[src/rtl/double_ge_arbiter_pkg.sv]
`default_nettype none
// ============================================================================
//  Module      : double_ge_arbiter_pkg
//  Description : Shared constants and the per-requester state encoding for
//                the double_ge arbiter and its comparator.
//                  DOUBLE_W    - width of an IEEE-754 binary64 operand
//                  DGE_LATENCY - pipeline depth of the double_ge comparator
//                  req_state_t - per-requester FSM state (IDLE/BUSY/DONE)
//  Revision    : 1.0 - initial release
// ============================================================================
package double_ge_arbiter_pkg;

    localparam int DOUBLE_W    = 64;
    localparam int DGE_LATENCY = 2;

    typedef logic [1:0] req_state_t;

    localparam req_state_t ST_IDLE = 2'd0;  // free to accept a new compare
    localparam req_state_t ST_BUSY = 2'd1;  // compare in flight
    localparam req_state_t ST_DONE = 2'd2;  // result held until consumed

endpackage : double_ge_arbiter_pkg
`default_nettype wire

[src/rtl/double_ge_arbiter_double_ge.sv]
`default_nettype none
// ============================================================================
//  Module      : double_ge_arbiter_double_ge
//  Description : Pipelined IEEE-754 binary64 "a >= b" comparator.
//                Result for operands presented in cycle t appears on o_z in
//                cycle t+LATENCY. No reset: downstream logic qualifies o_z.
//  Ports       : clk  - clock, rising edge
//                i_a  - operand a (binary64)
//                i_b  - operand b (binary64)
//                o_z  - 1 when a >= b; 0 when either operand is NaN
//  Revision    : 1.0 - initial release
// ============================================================================
module double_ge_arbiter_double_ge
    import double_ge_arbiter_pkg::*;
#(
    parameter int LATENCY = DGE_LATENCY
) (
    input  logic                clk,
    input  logic [DOUBLE_W-1:0] i_a,
    input  logic [DOUBLE_W-1:0] i_b,
    output logic                o_z
);

    logic                w_a_nan;
    logic                w_b_nan;
    logic [DOUBLE_W-2:0] w_mag_a;
    logic [DOUBLE_W-2:0] w_mag_b;
    logic                w_sign_a;
    logic                w_sign_b;
    logic                w_both_zero;
    logic                w_ge;
    logic                r_pipe [LATENCY];

    // Bit layout: [63] sign, [62:52] exponent, [51:0] fraction.
    assign w_sign_a    = i_a[DOUBLE_W-1];
    assign w_sign_b    = i_b[DOUBLE_W-1];
    assign w_mag_a     = i_a[DOUBLE_W-2:0];
    assign w_mag_b     = i_b[DOUBLE_W-2:0];
    assign w_a_nan     = (&i_a[62:52]) & (|i_a[51:0]);
    assign w_b_nan     = (&i_b[62:52]) & (|i_b[51:0]);
    // +0 and -0 compare equal regardless of sign.
    assign w_both_zero = (w_mag_a == '0) & (w_mag_b == '0);

    always_comb begin
        w_ge = 1'b0;
        if (w_a_nan || w_b_nan) begin
            w_ge = 1'b0;
        end else if (w_both_zero) begin
            w_ge = 1'b1;
        end else if (w_sign_a != w_sign_b) begin
            w_ge = ~w_sign_a;
        end else if (!w_sign_a) begin
            w_ge = (w_mag_a >= w_mag_b);
        end else begin
            // Both negative: larger magnitude means smaller value.
            w_ge = (w_mag_a <= w_mag_b);
        end
    end

    for (genvar s = 0; s < LATENCY; s++) begin : g_pipe
        if (s == 0) begin : g_head
            always_ff @(posedge clk) begin
                r_pipe[s] <= w_ge;
            end
        end else begin : g_body
            always_ff @(posedge clk) begin
                r_pipe[s] <= r_pipe[s-1];
            end
        end
    end

    assign o_z = r_pipe[LATENCY-1];

endmodule : double_ge_arbiter_double_ge
`default_nettype wire

[src/rtl/double_ge_arbiter.sv]
`default_nettype none
// ============================================================================
//  Module      : double_ge_arbiter
//  Description : Shares one pipelined double_ge comparator among N
//                requesters. Round-robin issue of at most one compare per
//                cycle, requester tag carried alongside the comparator
//                pipeline, and a per-requester result register held until
//                the requester consumes it.
//  Ports       : clk         - clock, rising edge
//                rst         - asynchronous active-high reset
//                req_valid   - [N]      operands present on slice i
//                req_ready   - [N]      one-hot grant (handshake = valid&ready)
//                req_a/req_b - [64*N]   operands, slice i = [64*i+63:64*i]
//                rsp_valid   - [N]      result held for requester i
//                rsp_ready   - [N]      requester i consumes its result
//                rsp_z       - [N]      result bit (1 = a >= b)
//                issue_count - [CNT_W]  accepted compares, wraps
//  Revision    : 1.0 - initial release
// ============================================================================
module double_ge_arbiter
    import double_ge_arbiter_pkg::*;
#(
    parameter int N       = 4,
    parameter int LATENCY = DGE_LATENCY,
    parameter int CNT_W   = 32
) (
    input  logic                  clk,
    input  logic                  rst,
    input  logic [N-1:0]          req_valid,
    output logic [N-1:0]          req_ready,
    input  logic [DOUBLE_W*N-1:0] req_a,
    input  logic [DOUBLE_W*N-1:0] req_b,
    output logic [N-1:0]          rsp_valid,
    input  logic [N-1:0]          rsp_ready,
    output logic [N-1:0]          rsp_z,
    output logic [CNT_W-1:0]      issue_count
);

    localparam int IDX_W = $clog2(N);
    localparam int SUM_W = IDX_W + 1;

    req_state_t          r_state     [N];
    req_state_t          w_state_nxt [N];
    logic                r_rsp_z     [N];
    logic [N-1:0]        w_elig;
    logic [N-1:0]        w_grant;
    logic [N-1:0]        w_cpl;
    logic                w_gnt_any;
    logic [IDX_W-1:0]    w_gnt_idx;
    logic [SUM_W-1:0]    w_rr_sum;
    logic [IDX_W-1:0]    w_rr_idx;
    logic [IDX_W-1:0]    r_ptr;
    logic                r_tag_vld   [LATENCY];
    logic [IDX_W-1:0]    r_tag_idx   [LATENCY];
    logic                w_tail_vld;
    logic [IDX_W-1:0]    w_tail_idx;
    logic [DOUBLE_W-1:0] w_dge_a;
    logic [DOUBLE_W-1:0] w_dge_b;
    logic                w_dge_z;
    logic [CNT_W-1:0]    r_issue_cnt;

    // ------------------------------------------------------------------
    // Round-robin grant: first eligible index at or after r_ptr, wrapping.
    // ------------------------------------------------------------------
    always_comb begin
        w_grant   = '0;
        w_gnt_any = 1'b0;
        w_gnt_idx = '0;
        w_rr_sum  = '0;
        w_rr_idx  = '0;
        for (int k = 0; k < N; k++) begin
            w_rr_sum = {1'b0, r_ptr} + SUM_W'(k);
            if (w_rr_sum >= SUM_W'(N)) begin
                w_rr_sum = w_rr_sum - SUM_W'(N);
            end
            w_rr_idx = w_rr_sum[IDX_W-1:0];
            if (!w_gnt_any && w_elig[w_rr_idx]) begin
                w_gnt_any          = 1'b1;
                w_gnt_idx          = w_rr_idx;
                w_grant[w_rr_idx]  = 1'b1;
            end
        end
    end

    always_ff @(posedge clk or posedge rst) begin
        if (rst) begin
            r_ptr <= '0;
        end else if (w_gnt_any) begin
            r_ptr <= (w_gnt_idx == IDX_W'(N - 1)) ? '0 : w_gnt_idx + IDX_W'(1);
        end
    end

    // ------------------------------------------------------------------
    // Issue path: operands of the granted slice, zero when idle.
    // ------------------------------------------------------------------
    always_comb begin
        w_dge_a = '0;
        w_dge_b = '0;
        for (int i = 0; i < N; i++) begin
            if (w_grant[i]) begin
                w_dge_a = req_a[DOUBLE_W*i +: DOUBLE_W];
                w_dge_b = req_b[DOUBLE_W*i +: DOUBLE_W];
            end
        end
    end

    double_ge_arbiter_double_ge #(
        .LATENCY (LATENCY)
    ) u_double_ge (
        .clk (clk),
        .i_a (w_dge_a),
        .i_b (w_dge_b),
        .o_z (w_dge_z)
    );

    // ------------------------------------------------------------------
    // Tag shift register, same depth as the comparator pipeline, so the
    // tail tag lines up with the comparator output.
    // ------------------------------------------------------------------
    for (genvar s = 0; s < LATENCY; s++) begin : g_tag
        if (s == 0) begin : g_head
            always_ff @(posedge clk or posedge rst) begin
                if (rst) begin
                    r_tag_vld[s] <= 1'b0;
                    r_tag_idx[s] <= '0;
                end else begin
                    r_tag_vld[s] <= w_gnt_any;
                    r_tag_idx[s] <= w_gnt_idx;
                end
            end
        end else begin : g_body
            always_ff @(posedge clk or posedge rst) begin
                if (rst) begin
                    r_tag_vld[s] <= 1'b0;
                    r_tag_idx[s] <= '0;
                end else begin
                    r_tag_vld[s] <= r_tag_vld[s-1];
                    r_tag_idx[s] <= r_tag_idx[s-1];
                end
            end
        end
    end

    assign w_tail_vld = r_tag_vld[LATENCY-1];
    assign w_tail_idx = r_tag_idx[LATENCY-1];

    // ------------------------------------------------------------------
    // Per-requester FSM and result register.
    // ------------------------------------------------------------------
    for (genvar i = 0; i < N; i++) begin : g_req
        // Grants are suppressed while reset is held so every output is 0.
        assign w_elig[i] = req_valid[i] & (r_state[i] == ST_IDLE) & ~rst;
        assign w_cpl[i]  = w_tail_vld & (w_tail_idx == IDX_W'(i));

        // State register
        always_ff @(posedge clk or posedge rst) begin
            if (rst) begin
                r_state[i] <= ST_IDLE;
            end else begin
                r_state[i] <= w_state_nxt[i];
            end
        end

        // Next-state logic
        always_comb begin
            w_state_nxt[i] = r_state[i];
            case (r_state[i])
                ST_IDLE: if (w_grant[i])   w_state_nxt[i] = ST_BUSY;
                ST_BUSY: if (w_cpl[i])     w_state_nxt[i] = ST_DONE;
                ST_DONE: if (rsp_ready[i]) w_state_nxt[i] = ST_IDLE;
                default:                   w_state_nxt[i] = ST_IDLE;
            endcase
        end

        // Result capture at the end of the completion cycle.
        always_ff @(posedge clk or posedge rst) begin
            if (rst) begin
                r_rsp_z[i] <= 1'b0;
            end else if (w_cpl[i]) begin
                r_rsp_z[i] <= w_dge_z;
            end
        end

        // Outputs
        assign rsp_valid[i] = (r_state[i] == ST_DONE);
        assign rsp_z[i]     = r_rsp_z[i];
    end

    assign req_ready = w_grant;

    // ------------------------------------------------------------------
    // Issue counter
    // ------------------------------------------------------------------
    always_ff @(posedge clk or posedge rst) begin
        if (rst) begin
            r_issue_cnt <= '0;
        end else if (w_gnt_any) begin
            r_issue_cnt <= r_issue_cnt + CNT_W'(1);
        end
    end

    assign issue_count = r_issue_cnt;

endmodule : double_ge_arbiter
`default_nettype wire

[config.mk]
export PLATFORM = sky130hd
export DESIGN_NAME = double_ge_arbiter
export DESIGN_NICKNAME = d
export VERILOG_FILES = /design/src/rtl/double_ge_arbiter_pkg.sv /design/src/rtl/double_ge_arbiter_double_ge.sv /design/src/rtl/double_ge_arbiter.sv
export SDC_FILE = /design/constraint.sdc
export NUM_CORES = 1
export LEC_CHECK = 0
export CAP_MARGIN = 20
export CORE_AREA = 2 2 220 222
export CTS_CLUSTER_DIAMETER = 50
export DETAILED_ROUTE_END_ITERATION = 10
export DIE_AREA = 0 0 222 224
export HOLD_SLACK_MARGIN = 0.03
export MAX_ROUTING_LAYER = met4
export PLACE_DENSITY = 0.45
export SYNTH_ARGS = -nofsm -noshare
export SYNTH_HDL_FRONTEND = slang
export SYNTH_SLANG_ARGS = --single-unit
[constraint.sdc]
create_clock -name clk -period 7.85 [get_ports clk]
set_clock_uncertainty 0.2 [all_clocks]
set_input_delay 1.57 -clock clk [delete_from_list [all_inputs] [get_ports clk]]
set_output_delay 1.57 -clock clk [all_outputs]
set_load 0.005 [all_outputs]
# [Yosys cells after proc, flatten, opt, wreduce, memory -nomap -nowiden]
# Memories as Yosys holds them, arrays and structs flattened.
# Cells that the tools add are included.
[totals] regBits=52 ram_bits=2 inputBits=522 memories=1
[op_classes] addsub=9 magnitude_cmp=14 n_eq_ne=25 n_mux=61 bitwise=20 n_reduce_logical=26
[memory_table] memory="u_double_ge.r_pipe" depth=2 word_bits=1 rd=2 rd_clocked_by_memory_dff=0 wr=2 line="double_ge_arbiter_double_ge.sv:32" text="logic r_pipe [LATENCY];"
[ops] cell="64-bit two-way mux" count=8
[ops] cell="63-bit zero test" count=2
[ops] cell="52-bit OR reduction" count=2
[ops] cell="63-bit >= comparator" count=1
[ops] cell="63-bit <= comparator" count=1
[ops] cell="2-bit two-way mux" count=21
[ops] cell="32-bit by 1-bit adder with 32-bit output (second input constant)" count=1
[ops] cell="2-bit case mux with 3 select lines" count=4
[ops] cell="11-bit AND reduction" count=2
[ops] cell="1-bit two-way mux" count=16
[ops] cell="4-bit two-way mux" count=4
[ops] cell="2-bit inequality test (second input constant)" count=8
[ops] cell="1-bit bitwise AND" count=15
[ops] cell="2-bit equality test (second input constant)" count=7
[ops] cell="2-bit by 3-bit < comparator with 1-bit output (second input constant)" count=4
[ops] cell="4-bit OR" count=3
[ops] cell="3-bit AND reduction" count=4
[ops] cell="2-bit by 1-bit equality test with 1-bit output (second input constant)" count=5
[ops] cell="2-bit zero test" count=5
[ops] cell="3-bit >= comparator (second input constant)" count=3
[ops] cell="1-bit binary-select mux with 2-bit select" count=4
[ops] cell="1-bit demux with 2-bit select" count=4
[ops] cell="2-bit by 1-bit >= comparator with 1-bit output (second input constant)" count=4
[ops] cell="2-bit by 1-bit inequality test with 1-bit output (second input constant)" count=4
[ops] cell="10 further kinds" count=23

# [Depth between registers and ports, before layout]
[depth] word_depth=24 mapped_depth=26 depth_no_buf=22

# [By module]
# From an unflattened synthesis, not the netlist that was laid out.
[hier_totals] cells_unflattened=1138 area_unflattened_um2=8888.5
[by_module_without_submodules] mod="double_ge_arbiter" instances=1 cells_each=852 area_each_um2=6876.6 seq_area_each_um2=1301.2
[by_module_without_submodules] mod="double_ge_arbiter_double_ge" instances=1 cells_each=286 area_each_um2=2011.9 seq_area_each_um2=40.0

# [Worst setup path before layout]
# OpenSTA, ideal clock, no wires.
[synth_path] path_type="input -> register" start="in rst" end="mem u_double_ge.r_pipe[0][0]" setup_time_ns=0.079 t_arrival_ns=6.797 required_ns=7.571 setup_slack_ns=0.774 cell_stages=24 path_buffers=4 cell_sequence="buf_2 > or4b_4 > mux4_2 > and3_1 > o31ai_4 > and2_1 > buf_4 > inv_2 > clkbuf_1 > clkbuf_1 > a221oi_1 > a2bb2oi_1 > inv_1 > ha_1 > nand4_1 > or2_2 > or4_1 > nor2_1 > nand2_1 > a21oi_1 > and3b_1 > o2bb2a_1 > o32a_1 > a211oi_2"
[synth_rtl] item="from (decl)" line="double_ge_arbiter.sv:28" text="input logic rst,"
[synth_rtl] item="to (decl)" line="double_ge_arbiter_double_ge.sv:32"

==> impl_metrics.toml <==
[pwr]
p_int_mw = 3.56
swShare_pct = 55.4
combinationalPowerShare_pct = 91.9
power_mw = 7.98
p_per_area_mw_per_mm2 = 476
p_seq_share_pct = 5.2
peakVddDrop_uv = 212
power.switching_mw = 4.42
clkPwrFrac_pct = 2.9
p_leak_nw = 6.41

[synth]
ys_ff_latch = 54
ys_seq_area_share_pct = 14.0
synth_top_area_cell = "dfrtp_1"
ys_types = 63
syn-instance-count = 1285
synth_edf_count = 0
synth_top_area_share_pct = 13.6
yosysWarnings = 0
ys.flop_type = "dfrtp_1"
netlist_area_mm2 = 0.00957
synth_fp_nets = 1877
synth_area_leaders = "dfrtp_1 (14%), ha_1 (9.2%), nand2_1 (6.7%)"
syn_area_per_cell_um2 = 7.45
synthArstFlopShare_pct = 96.3

[detailed_routing]
first_pass_iters = 7
wirelength_um = 66900
vias = 13400
drcViolationCount = 0
vias_per_cell = 5.40
wl_per_cell_um = 27.1
antenna_left = 0
first_iter_violations = 826

[cts]
cts_tree = "built"
post_cts_buffers = 0
clkTransAtPathRegs_ns = 0.07
clkLatencyLatePin_ns = 0.30
cts-root-buf = "clkbuf_16"
cts.path.max_buffers = 2
numCtsBuffers = 5
cts_hold_buf = 0
cts_sinks = 54
htreeDepth = 2

[setup_path]
crit_path_start = "rst"
crit_path_top_delay_cell = "or4b_4"
worstPathRequired_ns = 7.87
ff2ff_path_depth = 23
worstPathArrival_ns = 7.62
cpMostUsedCell = "o21ai_0"
critical_path.endpoint = "u_double_ge.r_pipe[0][0]"
crit_chain = "clkdlybuf4s50_1 > or4b_4 > mux4_2 > and3_1 > o31ai_4 > and2_4 > buf_12 > o21ai_0 > o21ai_0 > inv_1 > ha_1 > nand4_1 > or2_2 > or4_1 > nor2_1 > nand2_1 > a21oi_1 > and3b_1 > o2bb2a_1 > o32a_1 > a211oi_2"
worstPathMaxFanout = 72
worstSetupPathType = "in -> reg"
slowest_delay_ns = 0.63
end_kind = "flop"
reg2reg_slack_ns = 1.35
start_kind = "primary input"
rr_endpoint = "u_double_ge.r_pipe[0][0]"

[timing]
drv_slew = 0
fin_crit_sh_pct = 96.9
fmax_ghz = 0.132
period_needed_ns = 7.60
slew_headroom_pct = 36.6
setup_ws_ns = 0.247
tns_ns = 0
worst_slew_pin_slew_ns = 0.940
setup-violations-final = 0
rsz0062_at_grt = "no"
finalHoldViolations = 0

[layout]
utilization_pct = 35.4
syn_to_final_growth_pct = 75.2
drive_gt1_share_pct = 7.70
finalNetCount = 2423
final_cells = 2471

[floorplan]
coreArea_mm2 = 0.0473
io-pin-count = 566
start_util_pct = 20.2
row_count = 80
die_area_mm2 = 0.0497
dieWidth_um = 222
die_height_um = 224

[grt]
grt_pass1_vias = 13400
antenna_found_initial = 22
grtUsageTotal_pct = 26.1
grt_max_degree = 73
grt_pass1_wl_um = 92800
gr-total-overflow = 0

[place]
port_buffers = 565
hpwlAfterDp_um = 55400
place_ws_ns = -0.453
placedCellCount = 2439
gp_congestion = 0.964

[run_status]
outcome = "complete, no violations"

[min_path]
hold_path_class = "reg -> reg"

[run]
maxCapViolations = 0
-- worst max-delay path, delay by kind of cell --
family                     cells  cell delay, ns
and+or+nand+nor                9            2.45
buffers and inverters          3            1.02
AOI/OAI and AO/OA              7            1.65
muxes                          1            0.58
adders and majority gates      1            0.32
-- stage by stage --
stage	hold slack, ns	instance area, µm²
floorplan	0.110	9570
global placement	0.135	16500
detailed placement	0.143	16500
CTS	0.163	16700
global route	0.171	16800
finish	0.158	16800
-- power by group through the flow --
stage	logic [mW]	clock network [mW]	registers, mW
after floorplan	4.12	0	0.392
after global placement	7.21	0	0.417
after detailed placement	7.24	0	0.419
after CTS	7.28	0.243	0.413
after global routing	7.98	0.257	0.423
final	7.33	0.234	0.412
-- state kept, by name, indices dropped and copies added, names as in the netlist, named ones only --
name,cells
r_tag_idx,2
r_tag_vld,1
rsp_z,4
r_state,8
issue_count,32
w_tail_vld,1
r_ptr,1
u_double_ge.r_pipe,2
w_tail_idx,2
-- synthesized netlist by cell type (all sizes together) (23+ instances only) --
master / number
a21boi: 58
a21o: 85
a221oi: 55
nand4: 54
dfrtp: 52
o311ai: 56
o21ai: 112
xnor2: 25
clkbuf: 101
a21oi: 42
inv: 28
nand2: 171
nor2: 47
and2: 45
buf: 23
o2111a: 57
ha: 70
-- per-layer routing --
layer | up-vias | wire, µm | part of all wire, % | global-route usage [%]
li1 | 6205 | - | - | -
met1 | 6432 | 27800 | 42 | 31.7
met2 | 633 | 32700 | 49 | 44.1
met3 | 83 | 4640 | 6.9 | 5.00
met4 | 0 | 1750 | 2.6 | 7.28
met5 | - | 0 | 0 | -
-- worst min path at each step --
stage,slack (ns),endpoint,cells past startpoint,start
after floorplan,0.11,u_double_ge.r_pipe[0][1],0,u_double_ge.r_pipe[0][0]
after global routing,0.17,w_tail_idx[0],0,r_tag_idx[2]
final,0.16,w_tail_idx[1],0,r_tag_idx[3]
after detailed placement,0.14,w_tail_idx[1],0,r_tag_idx[3]
after CTS,0.16,w_tail_idx[1],0,r_tag_idx[3]
after global placement,0.14,w_tail_vld,0,r_tag_vld[1]
-- timing repair --
action,4_1_cts,5_1_grt
endpoints found under the setup margin,1,1
resized for setup,2,9
cloned,0,0
-- cells by family after synthesis --
family                     Yosys count  synth area share, %
muxes                                9                 1.53
DFF                                 54                 14.0
and+or+nand+nor                    417                 21.9
AOI/OAI and AO/OA                  550                 44.0
xor gates and xnor gates            33                 3.02
adders and majority gates           70                 9.15
buffers and inverters              152                 6.36
-- layout by cell type, fill, tap and decap left out, types with 8 or more instances in the layout --
master,Yosys,routed
a2111oi_0,10,10
a21boi_0,56,56
a21o_1,85,85
a21oi_1,42,42
a221oi_1,55,54
a311o_1,8,8
a311oi_1,9,9
and2_1,45,44
and3_1,13,13
buf_12,0,16
buf_4,1,80
clkdlybuf4s50_1,0,565
dfrtp_1,52,52
diode_2,0,24
ha_1,70,70
inv_1,26,25
nand2_1,171,170
nand3_1,19,19
nand4_1,54,54
nor2_1,47,47
nor3_1,11,11
nor4_1,15,14
o2111a_1,57,57
o2111ai_1,17,17
o21ai_0,106,103
o311ai_0,47,44
o311ai_1,9,10
xnor2_1,25,25
xor2_1,8,8
-- layout make-up --
cell class              instances  area, µm²
well taps                     615        769
flip-flops and latches         54       1340
repair buffers                663       6600
clock inverters                 3       28.8
fillers                      5093      30600
clock buffers                   5        125
inverters                      28        113
diodes                         24       60.1
multi-input cells            1079       7730
Power figures use the tool's default switching activity.
